### src/rtl/fetch_pkg.sv
// Shared types and constants for the instruction fetch stage.
package fetch_pkg;

    typedef enum logic [1:0] {
        IDLE  = 2'd0,
        FETCH = 2'd1,
        DROP  = 2'd2,
        HOLD  = 2'd3
    } fetch_state_t;

    localparam logic [31:0] NOP_INSTR   = 32'h0000_0000;
    localparam int          PC_STEP_DEF = 2;

endpackage

### src/rtl/fetch_if.sv
// Instruction memory request/acknowledge bus between fetch (master) and imem (slave).
interface fetch_if #(
    parameter int AW = 32
);
    logic          req;
    logic [AW-1:0] addr;
    logic          ack;
    logic [31:0]   rdata;

    modport master (output req, output addr, input ack, input rdata);
    modport slave  (input req, input addr, output ack, output rdata);
endinterface

### src/rtl/fetch_ifid_reg.sv
// IF/ID pipeline register: flush squashes to a NOP bubble, stall holds the
// entry exactly, load writes a new valid entry, otherwise a bubble is inserted.
module fetch_ifid_reg
    import fetch_pkg::*;
#(
    parameter int AW = 32
) (
    input  logic          clk,
    input  logic          reset,
    input  logic          i_flush,
    input  logic          i_stall,
    input  logic          i_load,
    input  logic [AW-1:0] i_pc,
    input  logic [31:0]   i_instr,
    output logic [AW-1:0] o_pc,
    output logic [31:0]   o_instr,
    output logic          o_valid
);

    logic [AW-1:0] r_pc;
    logic [31:0]   r_instr;
    logic          r_valid;

    // Entry update; PC is kept on flush/bubble so only valid/Instr change.
    always_ff @(posedge clk) begin
        if (reset) begin
            r_pc    <= '0;
            r_instr <= NOP_INSTR;
            r_valid <= 1'b0;
        end else if (i_flush) begin
            r_instr <= NOP_INSTR;
            r_valid <= 1'b0;
        end else if (i_stall) begin
            r_pc    <= r_pc;
            r_instr <= r_instr;
            r_valid <= r_valid;
        end else if (i_load) begin
            r_pc    <= i_pc;
            r_instr <= i_instr;
            r_valid <= 1'b1;
        end else begin
            r_instr <= NOP_INSTR;
            r_valid <= 1'b0;
        end
    end

    assign o_pc    = r_pc;
    assign o_instr = r_instr;
    assign o_valid = r_valid;

endmodule

### src/rtl/instr_fetch_stage.sv
// Instruction fetch stage: owns the fetch PC, drives the imem req/ack bus and
// feeds decode through the IF/ID register. Optional performance counters are
// enabled with the FETCH_PERF_EN macro.
//
// state | meaning
// IDLE  | one cycle after reset, no request
// FETCH | request at fetch_pc outstanding
// DROP  | flushed while request pending; keep stale request until ack, discard data
// HOLD  | instruction captured while decode stalled; waiting to hand it over
module instr_fetch_stage
    import fetch_pkg::*;
#(
    parameter int          AW       = 32,
    parameter logic [AW-1:0] RESET_PC = '0,
    parameter int          PC_STEP  = PC_STEP_DEF
) (
    input  logic          clk,
    input  logic          reset,
    input  logic          stall,
    input  logic          flush,
    input  logic [AW-1:0] branch_target,
    fetch_if.master       imem,
    output logic [AW-1:0] PC,
    output logic [31:0]   Instr,
    output logic          valid
`ifdef FETCH_PERF_EN
    ,
    output logic [31:0]   perf_fetched,
    output logic [31:0]   perf_stall,
    output logic [31:0]   perf_squash
`endif
);

    fetch_state_t  r_state;
    fetch_state_t  w_next_state;
    logic [AW-1:0] r_fetch_pc;
    logic [AW-1:0] w_next_pc;
    logic [AW-1:0] r_stale_addr;
    logic [31:0]   r_hold_instr;
    logic          w_capture_hold;
    logic          w_capture_stale;
    logic          w_load;
    logic [31:0]   w_load_instr;
    logic          w_req;
    logic [AW-1:0] w_addr;

    // State, fetch PC, stale request address and stall hold buffer.
    // The held instruction's PC is r_fetch_pc itself, which does not move in HOLD.
    always_ff @(posedge clk) begin
        if (reset) begin
            r_state      <= IDLE;
            r_fetch_pc   <= RESET_PC;
            r_stale_addr <= '0;
            r_hold_instr <= NOP_INSTR;
        end else begin
            r_state    <= w_next_state;
            r_fetch_pc <= w_next_pc;
            if (w_capture_stale) begin
                r_stale_addr <= r_fetch_pc;
            end
            if (w_capture_hold) begin
                r_hold_instr <= imem.rdata;
            end
        end
    end

    // Next-state, next fetch PC and bus outputs; flush redirects from any state.
    always_comb begin
        w_next_state    = r_state;
        w_next_pc       = r_fetch_pc;
        w_capture_hold  = 1'b0;
        w_capture_stale = 1'b0;
        w_load          = 1'b0;
        w_load_instr    = imem.rdata;
        w_req           = 1'b0;
        w_addr          = r_fetch_pc;

        if (flush) begin
            w_next_pc = branch_target;
        end

        unique case (r_state)
            IDLE: begin
                w_next_state = FETCH;
            end
            FETCH: begin
                w_req = 1'b1;
                if (flush) begin
                    w_next_state    = imem.ack ? FETCH : DROP;
                    w_capture_stale = ~imem.ack;
                end else if (stall) begin
                    if (imem.ack) begin
                        w_capture_hold = 1'b1;
                        w_next_state   = HOLD;
                    end
                end else if (imem.ack) begin
                    w_load    = 1'b1;
                    w_next_pc = r_fetch_pc + AW'(PC_STEP);
                end
            end
            HOLD: begin
                if (flush) begin
                    w_next_state = FETCH;
                end else if (!stall) begin
                    w_load       = 1'b1;
                    w_load_instr = r_hold_instr;
                    w_next_pc    = r_fetch_pc + AW'(PC_STEP);
                    w_next_state = FETCH;
                end
            end
            DROP: begin
                w_req  = 1'b1;
                w_addr = r_stale_addr;
                if (imem.ack) begin
                    w_next_state = FETCH;
                end
            end
            default: begin
                w_next_state = IDLE;
            end
        endcase
    end

    assign imem.req  = w_req;
    assign imem.addr = w_addr;

    fetch_ifid_reg #(
        .AW(AW)
    ) u_ifid (
        .clk     (clk),
        .reset   (reset),
        .i_flush (flush),
        .i_stall (stall),
        .i_load  (w_load),
        .i_pc    (r_fetch_pc),
        .i_instr (w_load_instr),
        .o_pc    (PC),
        .o_instr (Instr),
        .o_valid (valid)
    );

`ifdef FETCH_PERF_EN
    logic [31:0] r_perf_fetched;
    logic [31:0] r_perf_stall;
    logic [31:0] r_perf_squash;

    // Free-running wrap-around event counters; w_load is already gated by flush/stall.
    always_ff @(posedge clk) begin
        if (reset) begin
            r_perf_fetched <= '0;
            r_perf_stall   <= '0;
            r_perf_squash  <= '0;
        end else begin
            if (w_load && !flush && !stall) begin
                r_perf_fetched <= r_perf_fetched + 32'd1;
            end
            if (stall) begin
                r_perf_stall <= r_perf_stall + 32'd1;
            end
            if (flush) begin
                r_perf_squash <= r_perf_squash + 32'd1;
            end
        end
    end

    assign perf_fetched = r_perf_fetched;
    assign perf_stall   = r_perf_stall;
    assign perf_squash  = r_perf_squash;
`endif

endmodule

### src/flat_wrapper.sv
// flat-port wrapper written by rule: the top's interface ports become plain ports
module instr_fetch_stage_flat import fetch_pkg::*;
#(
    parameter int          AW       = 32,
    parameter logic [AW-1:0] RESET_PC = '0,
    parameter int          PC_STEP  = PC_STEP_DEF
)
  (clk, reset, stall, flush, branch_target, PC, Instr, valid, imem_req, imem_addr, imem_ack, imem_rdata);
  fetch_if #(.AW(AW)) imem_i ();
  input  logic clk;
  input  logic reset;
  input  logic stall;
  input  logic flush;
  input  logic [AW-1:0] branch_target;
  output logic [AW-1:0] PC;
  output logic [31:0] Instr;
  output logic valid;
  output wire logic [$bits(imem_i.req)-1:0] imem_req;
  output wire logic [$bits(imem_i.addr)-1:0] imem_addr;
  input wire logic [$bits(imem_i.ack)-1:0] imem_ack;
  input wire logic [$bits(imem_i.rdata)-1:0] imem_rdata;
  assign imem_req = imem_i.req;
  assign imem_addr = imem_i.addr;
  assign imem_i.ack = imem_ack;
  assign imem_i.rdata = imem_rdata;
  instr_fetch_stage #(.AW(AW), .RESET_PC(RESET_PC), .PC_STEP(PC_STEP)) u_core (.clk(clk), .reset(reset), .stall(stall), .flush(flush), .branch_target(branch_target), .imem(imem_i), .PC(PC), .Instr(Instr), .valid(valid));
endmodule
### config.mk
export PLATFORM = sky130hd
export DESIGN_NAME = instr_fetch_stage_flat
export DESIGN_NICKNAME = d
export VERILOG_FILES = /design/src/rtl/fetch_pkg.sv /design/src/rtl/fetch_if.sv /design/src/rtl/fetch_ifid_reg.sv /design/src/rtl/instr_fetch_stage.sv /design/src/flat_wrapper.sv
export SDC_FILE = /design/constraint.sdc
export NUM_CORES = 1
export LEC_CHECK = 0
export BUFFER_PORTS_ARGS = -buffer_cell sky130_fd_sc_hd__buf_2
export CAP_MARGIN = 20
export CORE_MARGIN = 2
export CORE_UTILIZATION = 48
export CTS_CLUSTER_SIZE = 28
export DETAILED_ROUTE_END_ITERATION = 7
export GPL_TIMING_DRIVEN = 0
export PLACE_DENSITY = 0.78
export SKIP_LAST_GASP = 1
export SYNTH_ARGS = -nofsm -noshare
export SYNTH_HDL_FRONTEND = slang
export SYNTH_SLANG_ARGS = --single-unit
### constraint.sdc
create_clock -name clk -period 1.96 [get_ports clk]
set_input_delay 0.392 -clock clk [delete_from_list [all_inputs] [get_ports clk]]
set_output_delay 0.392 -clock clk [all_outputs]
set_load 0.01 [all_outputs]
==> results of run 1 <==
[cells by family (layout without fill, tap and decap cells)]
| family | Yosys count | after routing |
|---|---|---|
| and+or+nand+nor | 401 | 401 |
| adders and majority gates | 5 | 5 |
| xor gates and xnor gates | 9 | 9 |
| AOI/OAI and AO/OA | 197 | 197 |
| other | 0 | 2 |
| DFF | 163 | 163 |
| muxes | 67 | 67 |
| buffers and inverters | 89 | 313 |
[cells in the final DEF, fill, tap and decap left out, types with 4 or more instances in the layout]
cell       synthesis  layout
nand2_1          200     198
dfxtp_1          163     159
buf_2             12     156
a21oi_1          134     134
nor2_1           110     106
mux2i_1           41      40
clkbuf_1          50      36
nor3_1            30      30
buf_6              2      29
buf_4              4      26
nand3_1           19      19
clkbuf_16          0      18
mux2_4             0      17
o21ai_1            6      17
nand4_1           11      11
inv_1             10       9
mux2_2            26       9
clkbuf_8           8       8
clkbuf_2           0       8
xor2_1             7       7
o21ai_0           21       7
buf_8              1       6
a22oi_1            5       5
o211ai_1           5       5
o32ai_1            4       4
clkinv_4           0       4
[repair_timing]
item	in CTS	in global routing
setup buffers	13	15
resized for setup	61	78
cloned	0	4
endpoints found under the setup margin	128	79
pin swaps	5	7
[sequential cells by signal (all words and copies together), names as in the netlist]
| register | flops |
|---|---|
| u_core.r_fetch_pc | 32 |
| u_core.r_hold_instr | 32 |
| u_core.u_ifid.o_pc | 32 |
| u_core.r_stale_addr | 32 |
| u_core.u_ifid.o_valid | 1 |
| u_core.u_ifid.o_instr | 32 |
| u_core.r_state | 2 |
[worst min-delay path: cells and delay by family]
| family | cells | cell delay, ps |
|---|---|---|
| and+or+nand+nor | 1 | 40 |
| AOI/OAI and AO/OA | 1 | 60 |
| buffers and inverters | 1 | 80 |
[power groups by stage]
| stage | logic [mW] | clock network (mW) | registers, mW |
|---|---|---|---|
| floorplan | 0.586 | 0 | 3.57 |
| global placement | 0.910 | 0 | 3.58 |
| detailed placement | 0.924 | 0 | 3.58 |
| CTS | 1.01 | 3.36 | 3.51 |
| global route | 1.24 | 3.49 | 3.52 |
| finish | 1.15 | 3.33 | 3.52 |
[cell type report]
class | instances | area [µm²]
clock buffer | 21 | 460
clock inverter | 11 | 129
antenna | 2 | 5.00
timing repair buffer | 197 | 1270
sequential | 163 | 3270
multi-input combinational | 679 | 3920
tap | 188 | 235
inverter | 10 | 37.5
buffer | 74 | 479
fill | 1276 | 5400
[worst max-delay path by stage]
stage	cells after the start	end	startpoint	slack, ps
after floorplan	5	imem_addr[22]	u_core.r_state[0]$_SDFFE_PP0P_	70
after global placement	6	imem_addr[22]	u_core.r_state[0]$_SDFFE_PP0P_	-370
after detailed placement	8	u_core.r_fetch_pc[7]$_SDFF_PP0_	u_core.r_state[1]$_SDFFE_PP0P_	-420
after CTS	7	imem_addr[28]	u_core.r_state[0]$_SDFFE_PP0P_	-230
after global routing	7	imem_addr[26]	u_core.r_state[0]$_SDFFE_PP0P_	-270
final	7	imem_addr[30]	u_core.r_state[0]$_SDFFE_PP0P_	-240
[through the flow]
| stage | setup slack [ps] | TNS, ps | std cells |
|---|---|---|---|
| final | -237 | -5280 | 1345 |
| after global routing | -271 | -8880 | 1343 |
| after CTS | -230 | -4770 | 1327 |
| after detailed placement | -417 | -24320 | 1284 |
| after global placement | -373 | -21570 | 1284 |
| after floorplan | 73.4 | 0 | 931 |
[per-layer routing]
metal / track usage, % / part of all wire [%] / up-vias
met3: 7.90 / 9.4 / 52
met2: 44.1 / 47 / 351
met4: 9.40 / 2.5 / 2
met5: 0 / 0.060 / -
met1: 34.0 / 41 / 3507
li1: - / - / 3592
==> metrics.log, run 1 <==
INFO  metric globalplace.congestion = 0.911
INFO  metric cts_buffer_depth = 2
INFO  metric grt_antenna_before_repair = 2
INFO  metric detail_route.wirelength = 23200 µm
INFO  metric fin_worst_skew = 9.77 ps
INFO  metric synth-warning-count = 0
INFO  metric final-hold-violation-count = 0
INFO  metric worst_hold_path.endpoint = u_core.r_fetch_pc[14]$_SDFF_PP0_
INFO  metric adder_cell_share_of_the_synthesized_area = 0.837%
INFO  metric cts-buffers-inserted = 17
INFO  metric row_count = 45
INFO  metric criticalPathCategory = flip-flop to primary output
INFO  metric crit_path_top_delay_cell = dfxtp_2
INFO  metric utilization = 64.5%
INFO  metric detailed_place.area = 8530 µm²
INFO  metric grt_setup_unrepaired = true
INFO  metric cts.reportedPaths.clkPinSlew = 70 ps
INFO  metric syn-instance-count = 931
INFO  metric combPwrFrac = 14.4%
INFO  metric io-pin-count = 167
INFO  metric tritoncts = built
INFO  metric power_density = 816 nW/µm²
INFO  metric post_cts_hold_buffer_count = 0
INFO  metric drv.max_cap_violation_count = 0
INFO  metric p_sw_share = 26.4%
INFO  metric drt-wirelength-per-cell = 17.2 µm
INFO  metric worst-path-buf-inv = 5
INFO  metric post_drt_via_cell_ratio = 5.58
INFO  metric total_leakage_power = 3.95 nW
INFO  metric maxSlewViolCount = 0
INFO  metric synth_compound_area_share = 14.7%
INFO  metric largest_net_degree_at_the_start_of_global_routing = 17
INFO  metric vias = 7504
INFO  metric r2r_cells = 10
INFO  metric die_h = 129 µm
INFO  metric synth_seq_area_share = 43.7%
INFO  metric design_power_total = 8.00 mW
INFO  metric initial_core_util = 49.2%
INFO  metric syn_avg_cell_area = 8.03 µm²
INFO  metric num-nets-final = 1216
INFO  metric crit_chain = inv_2 > ha_4 > buf_8 > buf_12 > buf_8 > mux2_4 > buf_6
INFO  metric drive_above_1_share = 28.5%
INFO  metric hold_path.startpoint = branch_target[14]
INFO  metric worst_r2r_startpoint = u_core.r_state[0]$_SDFFE_PP0P_
INFO  metric die_w = 129 µm
INFO  metric critical_path_arrival = 1800 ps
INFO  metric internal_power = 5.89 mW
INFO  metric htreeDepth = 4
INFO  metric timing.max_slew.rel_slack = 53.5%
INFO  metric final-setup-viol-count = 42
INFO  metric dominant_combinational_cell_family_by_area_after_synthesis = simple AND/OR/NAND/NOR gates
INFO  metric finalWorstSetupSlack = -237 ps
INFO  metric die_area = 16600 µm²
INFO  metric switchingPower = 2.11 mW
INFO  metric synth_enable_flop_cells = 0
INFO  metric ys_types = 54
INFO  metric rrSetupSlack = -130 ps
INFO  metric hold_ws = 164 ps
INFO  metric maximum_vdd_drop = 0.000550 V
INFO  metric synth.ff_latch_count = 163
INFO  metric syn-num-nets = 1005
INFO  metric critical_path_peak_fanout = 5
INFO  metric synth-async-reset-ratio = 0%
INFO  metric synthMostInstantiatedCell = nand2_1
INFO  metric portBuffers = 165
INFO  metric share_seq_of_total_power = 43.9%
INFO  metric fmax = 455 MHz
INFO  metric hpwlAfterDp = 15600 µm
INFO  metric outcome = finished, violations left
INFO  metric timing.critical_path.max_delay_family = buffers and inverters
INFO  metric synthToLayoutAreaGrowth = 31.2%
INFO  metric first_iter_violations = 593
INFO  metric hold_depth = 3
INFO  metric global_route.usage.total = 26.9%
INFO  metric vias_in_the_first_global_route = 6877
INFO  metric worst_path_largest_cell_delay = 340 ps
INFO  metric stdcell_area = 9800 µm²
INFO  metric final.period_utilization = 112%
INFO  metric core = 15200 µm²
INFO  metric synth_flop_cell = dfxtp_1
INFO  metric required_time_at_the_endpoint_of_the_critical_path = 1570 ps
INFO  metric failed_checks = setup timing
INFO  metric rr_endpoint = u_core.r_fetch_pc[9]$_SDFF_PP0_
INFO  metric cts_num_sinks = 163
INFO  metric period_minus_slack = 2200 ps
INFO  metric largest_area_contributor_in_the_netlist = dfxtp_1
INFO  metric yosys.area_share.xor_xnor = 1.05%
INFO  metric drt_first_pass_iters = 5
INFO  metric start_kind = flip-flop
INFO  metric clkPwrFrac = 41.7%
INFO  metric yosys-top-cells-count = nand2_1, dfxtp_1, a21oi_1, nor2_1, clkbuf_1
INFO  metric worstHoldPathType = input pin to flip-flop
INFO  metric grt_pass1_wl = 35000 µm
INFO  metric synth_top_area_share = 43.7%
INFO  metric route.antenna.remaining_nets = 0
INFO  metric muxShareOfSynthArea = 9.41%
INFO  metric worstSetupEndpointType = primary output
INFO  metric detail_route.drc_violations = 0
INFO  metric most_used_cell_cp = buf_8
INFO  metric grt_overflow = 0
INFO  metric synth_simple_gate_area_share = 24.0%
INFO  metric post_synth_instance_area = 7470 µm²
INFO  metric yosys-top-cells-area = dfxtp_1, nand2_1, a21oi_1
INFO  metric clk_latency = 440 ps
INFO  metric worst-slew-pin-transition = 698 ps
INFO  metric cts_root_buffer = clkbuf_16
Power figures use the tool's default switching activity.
==> inputs of run 2 (changes only) <==
--- a/config.mk
+++ b/config.mk
@@ -13,6 +13,7 @@
 export DETAILED_ROUTE_END_ITERATION = 7
 export GPL_TIMING_DRIVEN = 0
 export PLACE_DENSITY = 0.78
+export RECOVER_POWER = 100
 export SKIP_LAST_GASP = 1
 export SYNTH_ARGS = -nofsm -noshare
 export SYNTH_HDL_FRONTEND = slang
==> run 2 against run 1 <==
  * The run still ends with setup timing left
  * Clock power about the same
  * Global-route usage unchanged
  * Setup slack about the same
  * Non-clock buffer count unchanged
  * Largest cell class unchanged
==> metrics.log, run 2 (synthesis results as in run 1) <==
INFO  metric outcome = finished, violations left
INFO  metric failed_checks = setup timing
INFO  metric layout_common_cells = nand2_1, dfxtp_1, a21oi_1
INFO  metric io-pin-count = 167 (unchanged)
INFO  metric largest_net_degree_at_the_start_of_global_routing = 17 (unchanged)
INFO  metric critical_path_arrival = 1810 ps (about the same)
INFO  metric cts-buffers-inserted = 17 (unchanged)
INFO  metric die_w = 129 µm (unchanged)
INFO  metric final.period_utilization = 112% (about the same)
INFO  metric die_area = 16600 µm² (unchanged)
INFO  metric crit_chain = inv_2 > ha_4 > buf_8 > buf_12 > buf_8 > mux2_4 > buf_6
INFO  metric criticalPathCategory = flip-flop to primary output
INFO  metric post_drt_via_cell_ratio = 5.51 (-1.2%)
INFO  metric drv.max_cap_violation_count = 0 (unchanged)
INFO  metric crit_path_start = u_core.r_state[0]$_SDFFE_PP0P_
INFO  metric initial_core_util = 49.2% (unchanged)
INFO  metric timing.max_slew.rel_slack = 53.5% (+0.085 points)
INFO  metric worstHoldPathType = input pin to flip-flop
INFO  metric pre_cts_ws = -417 ps (unchanged)
INFO  metric grt_pass1_wl = 35000 µm (unchanged)
INFO  metric synthToLayoutAreaGrowth = 30.0%
INFO  metric layoutNonFillerInstCount = 1344 (-0.074%)
INFO  metric r2r_cells = 10 (unchanged)
INFO  metric die_h = 129 µm (unchanged)
INFO  metric row_count = 45 (unchanged)
INFO  metric htreeDepth = 4 (unchanged)
INFO  metric most_used_cell_cp = buf_8
INFO  metric design_power_total = 7.99 mW (about the same)
INFO  metric cts_num_sinks = 163 (unchanged)
INFO  metric drt-wirelength-per-cell = 17.3 µm (+0.13%)
INFO  metric crit_path_top_delay_cell = dfxtp_2
INFO  metric grt_antenna_before_repair = 2 (unchanged)
INFO  metric worstSetupEndpointType = primary output
INFO  metric worst_path_largest_cell_delay = 340 ps (about the same)
INFO  metric grt_overflow = 0 (unchanged)
INFO  metric cts.reportedPaths.clkPinSlew = 70 ps (about the same)
INFO  metric cts_buffer_depth = 2 (unchanged)
INFO  metric drive_above_1_share = 22.7% (-5.8 points)
INFO  metric tritoncts = built
INFO  metric fmax = 455 MHz (about the same)
INFO  metric cts_root_buffer = clkbuf_16
INFO  metric period_minus_slack = 2200 ps (+0.408 ps)
INFO  metric stdcell_area = 9710 µm² (-0.91%)
INFO  metric hpwlAfterDp = 15600 µm (unchanged)
INFO  metric worst_r2r_startpoint = u_core.r_state[0]$_SDFFE_PP0P_
INFO  metric route.antenna.remaining_nets = 0 (unchanged)
INFO  metric first_iter_violations = 638 (+7.6%)
INFO  metric maxSlewViolCount = 0 (unchanged)
INFO  metric globalplace.congestion = 0.911 (unchanged)
INFO  metric clk_latency = 440 ps (about the same)
INFO  metric setup_total_negative_slack = -9860 ps (-4580 ps)
INFO  metric drt_first_pass_iters = 6 (+1)
INFO  metric worst-slew-pin-transition = 697 ps (-1.27 ps)
INFO  metric vias_in_the_first_global_route = 6877 (unchanged)
INFO  metric finalWorstSetupSlack = -237 ps (-0.408 ps)
INFO  metric critical_path_peak_fanout = 5 (unchanged)
INFO  metric post_cts_hold_buffer_count = 0 (unchanged)
INFO  metric power_density = 823 nW/µm² (+0.83%)
INFO  metric hold_path.startpoint = branch_target[14]
INFO  metric rrSetupSlack = -200 ps (-70 ps)
INFO  metric final-setup-viol-count = 125 (+200%)
INFO  metric core = 15200 µm² (unchanged)
INFO  metric start_kind = flip-flop
INFO  metric detailed_place.area = 8530 µm² (unchanged)
INFO  metric vias = 7407 (-1.3%)
INFO  metric required_time_at_the_endpoint_of_the_critical_path = 1570 ps (about the same)
INFO  metric hold_depth = 3 (unchanged)
INFO  metric global_route.usage.total = 26.9% (unchanged)
INFO  metric final-hold-violation-count = 0 (unchanged)
INFO  metric total_leakage_power = 3.66 nW (-7.2%)
INFO  metric detail_route.drc_violations = 0 (unchanged)
INFO  metric maximum_vdd_drop = 0.000552 V (+0.35%)
INFO  metric most_common_library_cell_in_the_layout_ignoring_fill_and_taps = nand2_1
INFO  metric detail_route.wirelength = 23200 µm (about the same)
INFO  metric fin_worst_skew = 10.1 ps (+0.357 ps)
INFO  metric num-nets-final = 1216 (unchanged)
INFO  metric placed_cells_incl_taps = 1284 (unchanged)
INFO  metric portBuffers = 165 (unchanged)
INFO  metric grt_setup_unrepaired = true
==> run 2: cell count changes in the layout (fill, tap and decap cells not counted) <==
cell      change
diode_2       -1
clkbuf_1     +65
nor2_2        -1
buf_2        -65
and2_4        -1
nor2_1        +1
and2_0        +1
==> run 2: metrics by stage <==
stage          utilization (%)  hold slack [ps]
5_1_grt                   63.9              166
2_1_floorplan                -              433
3_5_place_dp              56.1              445
4_1_cts                   61.8              163
3_3_place_gp              56.1              438
6_report                  63.9              162
==> run 2: worst max-delay path: cells and delay by family, from the launching register on <==
family     cells  cell delay, ps
buf+inv        5             560
flops          1             340
fa+ha+maj      1             170
mux            1             300
==> run 2: path summary, 6_finish.rpt <==
path	to
max reg2reg	u_core.r_fetch_pc[9]$_SDFF_PP0_
max	imem_addr[30]
min reg2reg	u_core.r_hold_instr[9]$_SDFFE_PP0P_
min	u_core.r_fetch_pc[14]$_SDFF_PP0_
==> run 2: cell type report <==
type                            instances  area [µm²]
Fill cell                            1308        5490
Multi-Input combinational cell        679        3910
Sequential cell                       163        3270
Timing Repair Buffer                  197        1190
Buffer                                 74         479
Clock buffer                           21         460
Tap cell                              188         235
Clock inverter                         11         129
Inverter                               10        37.5
Antenna cell                            1        2.50
==> run 2: power breakdown <==
part           total, mW  leakage, nW  internal (mW)  switching [mW]
clock               3.34        0.284           1.95            1.39
sequential          3.52         1.32           3.42          0.0970
combinational       1.14         2.05          0.515           0.627
total               7.99         3.66           5.88            2.11
==> run 2: what timing repair did <==
item,4_1_cts,5_1_grt
gates resized for setup,61,78
cloned,0,4
hold endpoints to repair,0,0
buffers inserted,13,15
pin swaps,5,7
setup endpoints to repair,128,79
==> run 2: per-layer routing <==
metal / part of all wire [%] / track usage [%] / vias up / wire length (µm)
met5: 0.056 / 0 / - / 13
met4: 2.5 / 9.40 / 2 / 591
met3: 9.0 / 7.90 / 50 / 2080
met2: 47 / 44.1 / 325 / 11000
met1: 41 / 34.0 / 3441 / 9560
li1: - / - / 3589 / -
